File: src/rtl/alu_logic_pkg.sv
// rtl/alu_logic_pkg.sv - shared opcode enumeration and default width for alu_logic
package alu_logic_pkg;

   localparam int ALU_DEFAULT_WIDTH = 32;

   typedef enum logic [2:0] {
      LOGIC_AND  = 3'd0,
      LOGIC_OR   = 3'd1,
      LOGIC_XOR  = 3'd2,
      LOGIC_NOR  = 3'd3,
      LOGIC_NOT  = 3'd4,
      LOGIC_XNOR = 3'd5,
      LOGIC_NAND = 3'd6,
      LOGIC_PASS = 3'd7
   } logic_op_e;

endpackage

File: src/rtl/alu_logic_if.sv
// rtl/alu_logic_if.sv - operation request / registered result bundle for alu_logic
//   in_valid, x, y, logic_function : request (master -> slave)
//   logic_output, out_valid        : registered result (slave -> master)
//   zero_flag, parity_flag         : result flags, constant 0 unless ALU_LOGIC_FLAGS_EN
interface alu_logic_if
   import alu_logic_pkg::*;
#(
   parameter int WIDTH = ALU_DEFAULT_WIDTH
);
   logic             in_valid;
   logic [WIDTH-1:0] x;
   logic [WIDTH-1:0] y;
   logic [2:0]       logic_function;
   logic [WIDTH-1:0] logic_output;
   logic             out_valid;
   logic             zero_flag;
   logic             parity_flag;

   modport master (
      output in_valid, x, y, logic_function,
      input  logic_output, out_valid, zero_flag, parity_flag
   );

   modport slave (
      input  in_valid, x, y, logic_function,
      output logic_output, out_valid, zero_flag, parity_flag
   );
endinterface

File: src/rtl/alu_logic_core.sv
// rtl/alu_logic_core.sv - combinational bitwise logic unit with optional result flags
//   x, y           : operands (WIDTH bits, unsigned)
//   logic_function : opcode (logic_op_e)
//   result         : bitwise result
//   zero_flag, parity_flag : present only with ALU_LOGIC_FLAGS_EN
module alu_logic_core
   import alu_logic_pkg::*;
#(
   parameter int WIDTH = ALU_DEFAULT_WIDTH
) (
   input  logic [WIDTH-1:0] x,
   input  logic [WIDTH-1:0] y,
   input  logic [2:0]       logic_function,
`ifdef ALU_LOGIC_FLAGS_EN
   output logic             zero_flag,
   output logic             parity_flag,
`endif
   output logic [WIDTH-1:0] result
);

   always_comb begin
      result = x;
      case (logic_op_e'(logic_function))
         LOGIC_AND:  result = x & y;
         LOGIC_OR:   result = x | y;
         LOGIC_XOR:  result = x ^ y;
         LOGIC_NOR:  result = ~(x | y);
         LOGIC_NOT:  result = ~x;
         LOGIC_XNOR: result = ~(x ^ y);
         LOGIC_NAND: result = ~(x & y);
         LOGIC_PASS: result = x;
         default:    result = x;
      endcase
   end

`ifdef ALU_LOGIC_FLAGS_EN
   assign zero_flag   = (result == '0);
   assign parity_flag = ^result;
`endif

endmodule

File: src/rtl/alu_logic.sv
// rtl/alu_logic.sv - one-cycle registered bitwise ALU (flags with ALU_LOGIC_FLAGS_EN)
//   clk   : clock, rising edge
//   rst_n : asynchronous active-low reset
//   bus   : alu_logic_if.slave (request in, registered result/valid/flags out)
module alu_logic
   import alu_logic_pkg::*;
#(
   parameter int WIDTH = ALU_DEFAULT_WIDTH
) (
   input  logic        clk,
   input  logic        rst_n,
   alu_logic_if.slave  bus
);

   logic [WIDTH-1:0] core_result;
   logic [WIDTH-1:0] logic_output_d, logic_output_q;
   logic             out_valid_d, out_valid_q;

`ifdef ALU_LOGIC_FLAGS_EN
   logic core_zero, core_parity;
   logic zero_flag_d, zero_flag_q;
   logic parity_flag_d, parity_flag_q;
`endif

   alu_logic_core #(.WIDTH(WIDTH)) u_core (
      .x              (bus.x),
      .y              (bus.y),
      .logic_function (bus.logic_function),
`ifdef ALU_LOGIC_FLAGS_EN
      .zero_flag      (core_zero),
      .parity_flag    (core_parity),
`endif
      .result         (core_result)
   );

   // Result and flags only load on a valid request; otherwise they hold.
   always_comb begin
      logic_output_d = logic_output_q;
      out_valid_d    = bus.in_valid;
      if (bus.in_valid) begin
         logic_output_d = core_result;
      end
   end

   always_ff @(posedge clk or negedge rst_n) begin
      if (!rst_n) begin
         logic_output_q <= '0;
         out_valid_q    <= 1'b0;
      end else begin
         logic_output_q <= logic_output_d;
         out_valid_q    <= out_valid_d;
      end
   end

`ifdef ALU_LOGIC_FLAGS_EN
   always_comb begin
      zero_flag_d   = zero_flag_q;
      parity_flag_d = parity_flag_q;
      if (bus.in_valid) begin
         zero_flag_d   = core_zero;
         parity_flag_d = core_parity;
      end
   end

   always_ff @(posedge clk or negedge rst_n) begin
      if (!rst_n) begin
         zero_flag_q   <= 1'b0;
         parity_flag_q <= 1'b0;
      end else begin
         zero_flag_q   <= zero_flag_d;
         parity_flag_q <= parity_flag_d;
      end
   end

   assign bus.zero_flag   = zero_flag_q;
   assign bus.parity_flag = parity_flag_q;
`else
   assign bus.zero_flag   = 1'b0;
   assign bus.parity_flag = 1'b0;
`endif

   assign bus.logic_output = logic_output_q;
   assign bus.out_valid    = out_valid_q;

endmodule

File: src/flat_wrapper.sv
// flat-port wrapper written by rule: the top's interface ports become plain ports
module alu_logic_flat import alu_logic_pkg::*;
#(
   parameter int WIDTH = ALU_DEFAULT_WIDTH
)
  (clk, rst_n, bus_in_valid, bus_x, bus_y, bus_logic_function, bus_logic_output, bus_out_valid, bus_zero_flag, bus_parity_flag);
  alu_logic_if #(.WIDTH(WIDTH)) bus_i ();
  input  logic clk;
  input  logic rst_n;
  input wire logic [$bits(bus_i.in_valid)-1:0] bus_in_valid;
  input wire logic [$bits(bus_i.x)-1:0] bus_x;
  input wire logic [$bits(bus_i.y)-1:0] bus_y;
  input wire logic [$bits(bus_i.logic_function)-1:0] bus_logic_function;
  output wire logic [$bits(bus_i.logic_output)-1:0] bus_logic_output;
  output wire logic [$bits(bus_i.out_valid)-1:0] bus_out_valid;
  output wire logic [$bits(bus_i.zero_flag)-1:0] bus_zero_flag;
  output wire logic [$bits(bus_i.parity_flag)-1:0] bus_parity_flag;
  assign bus_i.in_valid = bus_in_valid;
  assign bus_i.x = bus_x;
  assign bus_i.y = bus_y;
  assign bus_i.logic_function = bus_logic_function;
  assign bus_logic_output = bus_i.logic_output;
  assign bus_out_valid = bus_i.out_valid;
  assign bus_zero_flag = bus_i.zero_flag;
  assign bus_parity_flag = bus_i.parity_flag;
  alu_logic #(.WIDTH(WIDTH)) u_core (.clk(clk), .rst_n(rst_n), .bus(bus_i));
endmodule
File: config.mk
export PLATFORM = sky130hd
export DESIGN_NAME = alu_logic_flat
export DESIGN_NICKNAME = d
export VERILOG_FILES = /design/src/rtl/alu_logic_pkg.sv /design/src/rtl/alu_logic_if.sv /design/src/rtl/alu_logic_core.sv /design/src/rtl/alu_logic.sv /design/src/flat_wrapper.sv
export SDC_FILE = /design/constraint.sdc
export NUM_CORES = 1
export LEC_CHECK = 0
export CELL_PAD_IN_SITES_DETAIL_PLACEMENT = 2
export CELL_PAD_IN_SITES_GLOBAL_PLACEMENT = 2
export CORE_UTILIZATION = 27
export CTS_BUF_LIST = sky130_fd_sc_hd__clkbuf_4
export CTS_CLUSTER_DIAMETER = 40
export DETAILED_ROUTE_END_ITERATION = 8
export PLACE_DENSITY = 0.81
export SLEW_MARGIN = 10
export SYNTH_ARGS = -nofsm -noshare
export SYNTH_HDL_FRONTEND = slang
export SYNTH_SLANG_ARGS = --single-unit
File: constraint.sdc
create_clock -name clk -period 0.8 [get_ports clk]
set_input_delay 0.08 -clock clk [delete_from_list [all_inputs] [get_ports clk]]
set_output_delay 0.08 -clock clk [all_outputs]
set_load 0.01 [all_outputs]
[Word-level counts from Yosys, hierarchy flattened]
Index checks and enable logic that the tools add are counted.
W data, S select, Z words.
Storage, ports and cells
  register bits after elaboration: 33
  bits of input ports: 70
Cells by class
  equality and inequality tests: 7
  muxes and demuxes: 1
  bitwise gates (word level): 7
  reductions and logical operators: 1
Operator list (count)
  $pmux W32 S8: 1
  $not A32 Y32: 4
  $and A32 B32 Y32: 1
  $or A32 B32 Y32: 1
  $xor A32 B32 Y32: 1
  $eq A3 B3 Y1 const B: 4
  $eq A3 B2 Y1 const B: 2
  $eq A3 B1 Y1 const B: 1
  $logic_not A3 Y1: 1

[Depth between registers and ports, before layout]
  depth after elaboration: 3
  depth in mapped cells: 7
  mapped depth without buffers: 6

[Modules after synthesis]
From an unflattened synthesis, not the netlist that was laid out.
Second synthesis, totals
  cell total of the unflattened synthesis: 546
  area total of the unflattened synthesis: 4657.0 µm²
Modules (own cells, without submodules)
  alu_logic_core: times used 1, cells each 474, area an instance 3268.1 µm²
  alu_logic: times used 1, cells each 72, area an instance 1388.8 µm²

[Least setup slack after synthesis]
No wires, ideal clock.
  kind: input to register
  start point: in bus_logic_function[2]
  end point: reg u_core.logic_output_q[0] (netlist: u_core.bus.logic_output[0])
  arrival time: 1.124 ns
  setup slack: -0.448 ns
  cell stages on the path: 7
  path through: buf_6 -> or3_1 -> buf_6 -> buf_6 -> o21a_1 -> a21oi_2 -> a21oi_1
On the way
  cells in the longest elaborated chain, start to end: 2
RTL lines
  from (decl): line flat_wrapper.sv:13  | input wire logic [$bits(bus_i.logic_function)-1:0] bus_logic_function;
  $eq A3 B3 Y1, or another cell as far along: line alu_logic_core.sv:23  | case (logic_op_e'(logic_function))
  $pmux W32 S8 (*): line alu_logic_core.sv:23
  to (signal assigned): line alu_logic.sv:50  | logic_output_q <= logic_output_d;
  to (decl): line alu_logic.sv:16  | logic [WIDTH-1:0] logic_output_d, logic_output_q;
Mark *: on every way between the ends. The rest lies on a longest branch, timed or not.
A chain may end at the register's enable or synchronous reset.

[Worst setup path after layout]
  start point: in bus_x[18]
  end point: reg u_core.logic_output_q[18] (netlist: u_core.bus.logic_output[18])
On the way
  cells in the longest elaborated chain, start to end: 3
RTL lines
  from (decl): line flat_wrapper.sv:11  | input wire logic [$bits(bus_i.x)-1:0] bus_x;
  $and A32 B32 Y32, or another cell as far along: line alu_logic_core.sv:24, alu_logic_core.sv:30
  $not A32 Y32, on equally long branches: line alu_logic_core.sv:30, alu_logic_core.sv:27, alu_logic_core.sv:29
  $pmux W32 S8 (*): line alu_logic_core.sv:23
Marked as above.

==> run_results.csv <==
group,metric,value,unit
outcome,outcome,"finished with violations",
outcome,failed_checks,"setup timing",
logic_synthesis,postSynthCellCount,561,
placement,gp_congestion,0.790,
placement,port-buffer-count,102,
sta,final_ws_setup,-0.341,ns
final_layout,final_area,8490,µm²
critical_path,crit_arrival,1.47,ns
route,postRouteAntennaNets,0,
route,drt-initial-drc-count,331,
clock_network,clock_latency,0.42,ns
sta,skew,0,ns
pwr,worst_ir_drop_vdd,0.598,mV
pwr,swShare,45.1,%
logic_synthesis,dominant_cell_type_by_area_after_synthesis,"sky130_fd_sc_hd__dfrtp_1",
logic_synthesis,ys_top_cells_by_count,"sky130_fd_sc_hd__a21oi_1 (89), sky130_fd_sc_hd__inv_1 (66), sky130_fd_sc_hd__ha_1 (64), sky130_fd_sc_hd__a221oi_1 (46), sky130_fd_sc_hd__nand2b_1 (46)",
logic_synthesis,synth_seq_cells,33,
route,drt_wirelength,31600,µm
clock_network,tritoncts,"built",
logic_synthesis,synth_edf_count,0,
critical_path,cp.required,1.13,ns
final_layout,antenna-diode-count,0,
logic_synthesis,synthesis.area,4490,µm²
clock_network,clkTransAtPathRegs,0.13,ns
sta,slew_violations,0,
route,routed_wire_length_per_instance,31.5,µm
clock_network,cts_root_buffer,"sky130_fd_sc_hd__clkbuf_4",
pwr,power.internal,0.00488,W
critical_path,path_class,"input port to register",
logic_synthesis,ys_seq_area_share,18.4,%
floorplan,die_height,131,µm
clock_network,ctsLongestPathBuffers,2,
route,drc,0,
pwr,p_per_area,1050,nW/µm²
final_layout,finalCoreUtilization,52.9,%
critical_path,worstPathMaxFanout,3,
sta,setup_violations,65,
final_layout,num-nets-final,922,
sta,final.setup.tns,-15.81,ns
route,drt_pre_antenna_iters,4,
route,routed-via-count,5850,
sta,max_freq,876,MHz
placement,dpl_cell_area,6470,µm²
logic_synthesis,post_synth_num_cell_types,35,
pwr,p_seq_share,23.4,%
final_layout,proportion_of_layout_cells_with_a_drive_suffix_above_1,58.2,%
critical_path,cp-end-kind,"register",
global_routing,grt_antenna_before_repair,0,
critical_path,reg2reg_depth,4,
logic_synthesis,synth_async_sr_flop_share,100,%
clock_network,clock_tree.htree_level_count,2,
logic_synthesis,synth_flop_cell,"sky130_fd_sc_hd__dfrtp_1",
floorplan,placeableCoreArea,16100,µm²
logic_synthesis,synth_area_per_cell,8.00,µm²
logic_synthesis,synth_most_common_cell,"sky130_fd_sc_hd__a21oi_1",
pwr,totalPowerFinal,0.00888,W
sta,report.final.hold_viol_count,0,
flow_run,max-cap-violations,0,
placement,place_hpwl,13800,µm
floorplan,die_x,131,µm
floorplan,initial_core_utilization,28.0,%
pwr,p_comb_share,62.9,%
pwr,switchingPower,0.00401,W
critical_path,worstSetupStartpointType,"input port",
floorplan,dieArea,17200,µm²
global_routing,first_global_vias,6429,
sta,layout_worst_path_cycle_share,143,%
final_layout,area_overhead_vs_synth,89.0,%
route,avgViaCountPerCell,5.82,
pwr,leakage,3.72,nW
worst_hold_path,worstHoldPathCells,2,
clock_network,tritoncts_num_sinks,33,
pwr,power.clock.fraction,13.7,%
global_routing,grt_overflow,0,
global_routing,pin_count_of_the_biggest_net_entering_global_routing,44,
sta,rsz_0062_raised_after_global_routing,"yes",
global_routing,global_route_wire_length_before_repair,39700,µm
sta,min_cycle_time_layout,1.14,ns
logic_synthesis,netlist.area_leader.share,18.4,%
global_routing,gr-usage-all-layers,31.4,%
logic_synthesis,synth-warning-count,0,
worst_hold_path,timing.hold.worst.class,"input port to register",
final_layout,fillerInstances,1600,
logic_synthesis,biggest_area_contributors_in_the_synthesized_netlist,"sky130_fd_sc_hd__dfrtp_1 (18%), sky130_fd_sc_hd__ha_1 (18%), sky130_fd_sc_hd__a21oi_1 (9.9%)",
clock_network,tritoncts.num_buffers,5,
placement,place_worst_setup_slack,-0.936,ns
floorplan,floorplan.rows,46,
floorplan,top_level_ports,105,
[worst paths after layout]
check	start	slack, ns	to
max	bus_x[18]	-0.34	u_core.bus.logic_output[18]
min	bus_in_valid	0.04	u_core.bus.out_valid
max reg2reg	u_core.bus.logic_output[27]	-0.28	u_core.bus.logic_output[27]
min reg2reg	u_core.bus.logic_output[19]	0.57	u_core.bus.logic_output[19]
max in group asynchronous	rst_n	0.38	u_core.bus.logic_output[4]
min in group asynchronous	rst_n	0.18	u_core.bus.logic_output[20]
[final cells by class]
cell class | count | area, µm² | share of cell area (%)
Multi-Input combinational cell | 408 | 4440 | 52.3
Timing Repair Buffer | 274 | 2660 | 31.3
Sequential cell | 33 | 826 | 9.73
Tap cell | 216 | 270 | 3.18
Inverter | 66 | 248 | 2.92
Clock buffer | 5 | 37.5 | 0.442
Clock inverter | 3 | 12.5 | 0.147
[per-stage QoR]
| stage | hold slack (ns) | cells |
|---|---|---|
| final | 0.0425 | 1005 |
| after global routing | 0.0273 | 1005 |
| after CTS | 0.00612 | 981 |
| after detailed placement | 0.0716 | 932 |
| after global placement | 0.0728 | 932 |
| after floorplan | -0.216 | 562 |
[flip-flops by register name, indices dropped and copies added (netlist names)]
register	cells
u_core.bus.out_valid	1
u_core.bus.logic_output	32
[power groups by stage]
stage / Sequential [W] / Clock (W) / Combinational [W]
6_report: 0.00208 / 0.00121 / 0.00559
4_1_cts: 0.00205 / 0.00117 / 0.00433
3_5_place_dp: 0.00207 / 0 / 0.00361
5_1_grt: 0.00208 / 0.00128 / 0.00580
3_3_place_gp: 0.00206 / 0 / 0.00336
2_1_floorplan: 0.00213 / 0 / 0.00158
[cells in the final DEF (no fill, tap or decap), drive strengths merged, types with 3 or more instances in the layout]
cell type / instances
o2bb2ai: 31
clkbuf: 12
nand2b: 46
mux2i: 6
o21ai: 8
o22ai: 10
clkdlybuf4s15: 15
clkinv: 3
nand2: 5
ha: 64
a221oi: 46
o21a: 17
buf: 214
o31ai: 10
a21oi: 98
nor2b: 34
dlygate4sd2: 37
a211o: 11
inv: 66
dfrtp: 33
[worst max-delay path, stage by stage]
cell and delay [ns]:
sky130_fd_sc_hd__dlygate4sd2_1 0.28, sky130_fd_sc_hd__buf_4 0.16, sky130_fd_sc_hd__ha_1 0.21, sky130_fd_sc_hd__a221oi_1 0.38, sky130_fd_sc_hd__a21oi_1 0.17, sky130_fd_sc_hd__a21oi_1 0.20
[routing by layer]
layer	share of wire (%)	vias up	track usage (%)
li1	-	2506	-
met1	41	3035	38.0
met2	50	213	57.5
met3	4.6	96	3.87
met4	4.2	0	9.60
met5	0	-	0
[what timing repair did]
action	4_1_cts	5_1_grt
gates cloned	12	0
setup buffers	30	32
endpoints found under the hold margin	33	0
setup endpoints to repair	65	65
gates resized for setup	416	147
hold buffers	1	0
pin swaps	88	57
[logic make-up (layout without fill, tap and decap cells)]
kind of cell	after synthesis	in the layout	share of synthesized area, %
flip-flops	33	33	18.4
other	1	2	0.0835
AO/OA/AOI/OAI	243	243	37.9
AND/OR/NAND/NOR	91	91	12.3
multiplexers	8	8	1.84
buffers and inverters	121	348	11.6
adder cells (fa/ha/maj)	64	64	17.8
(Power assumes the default switching activity.)
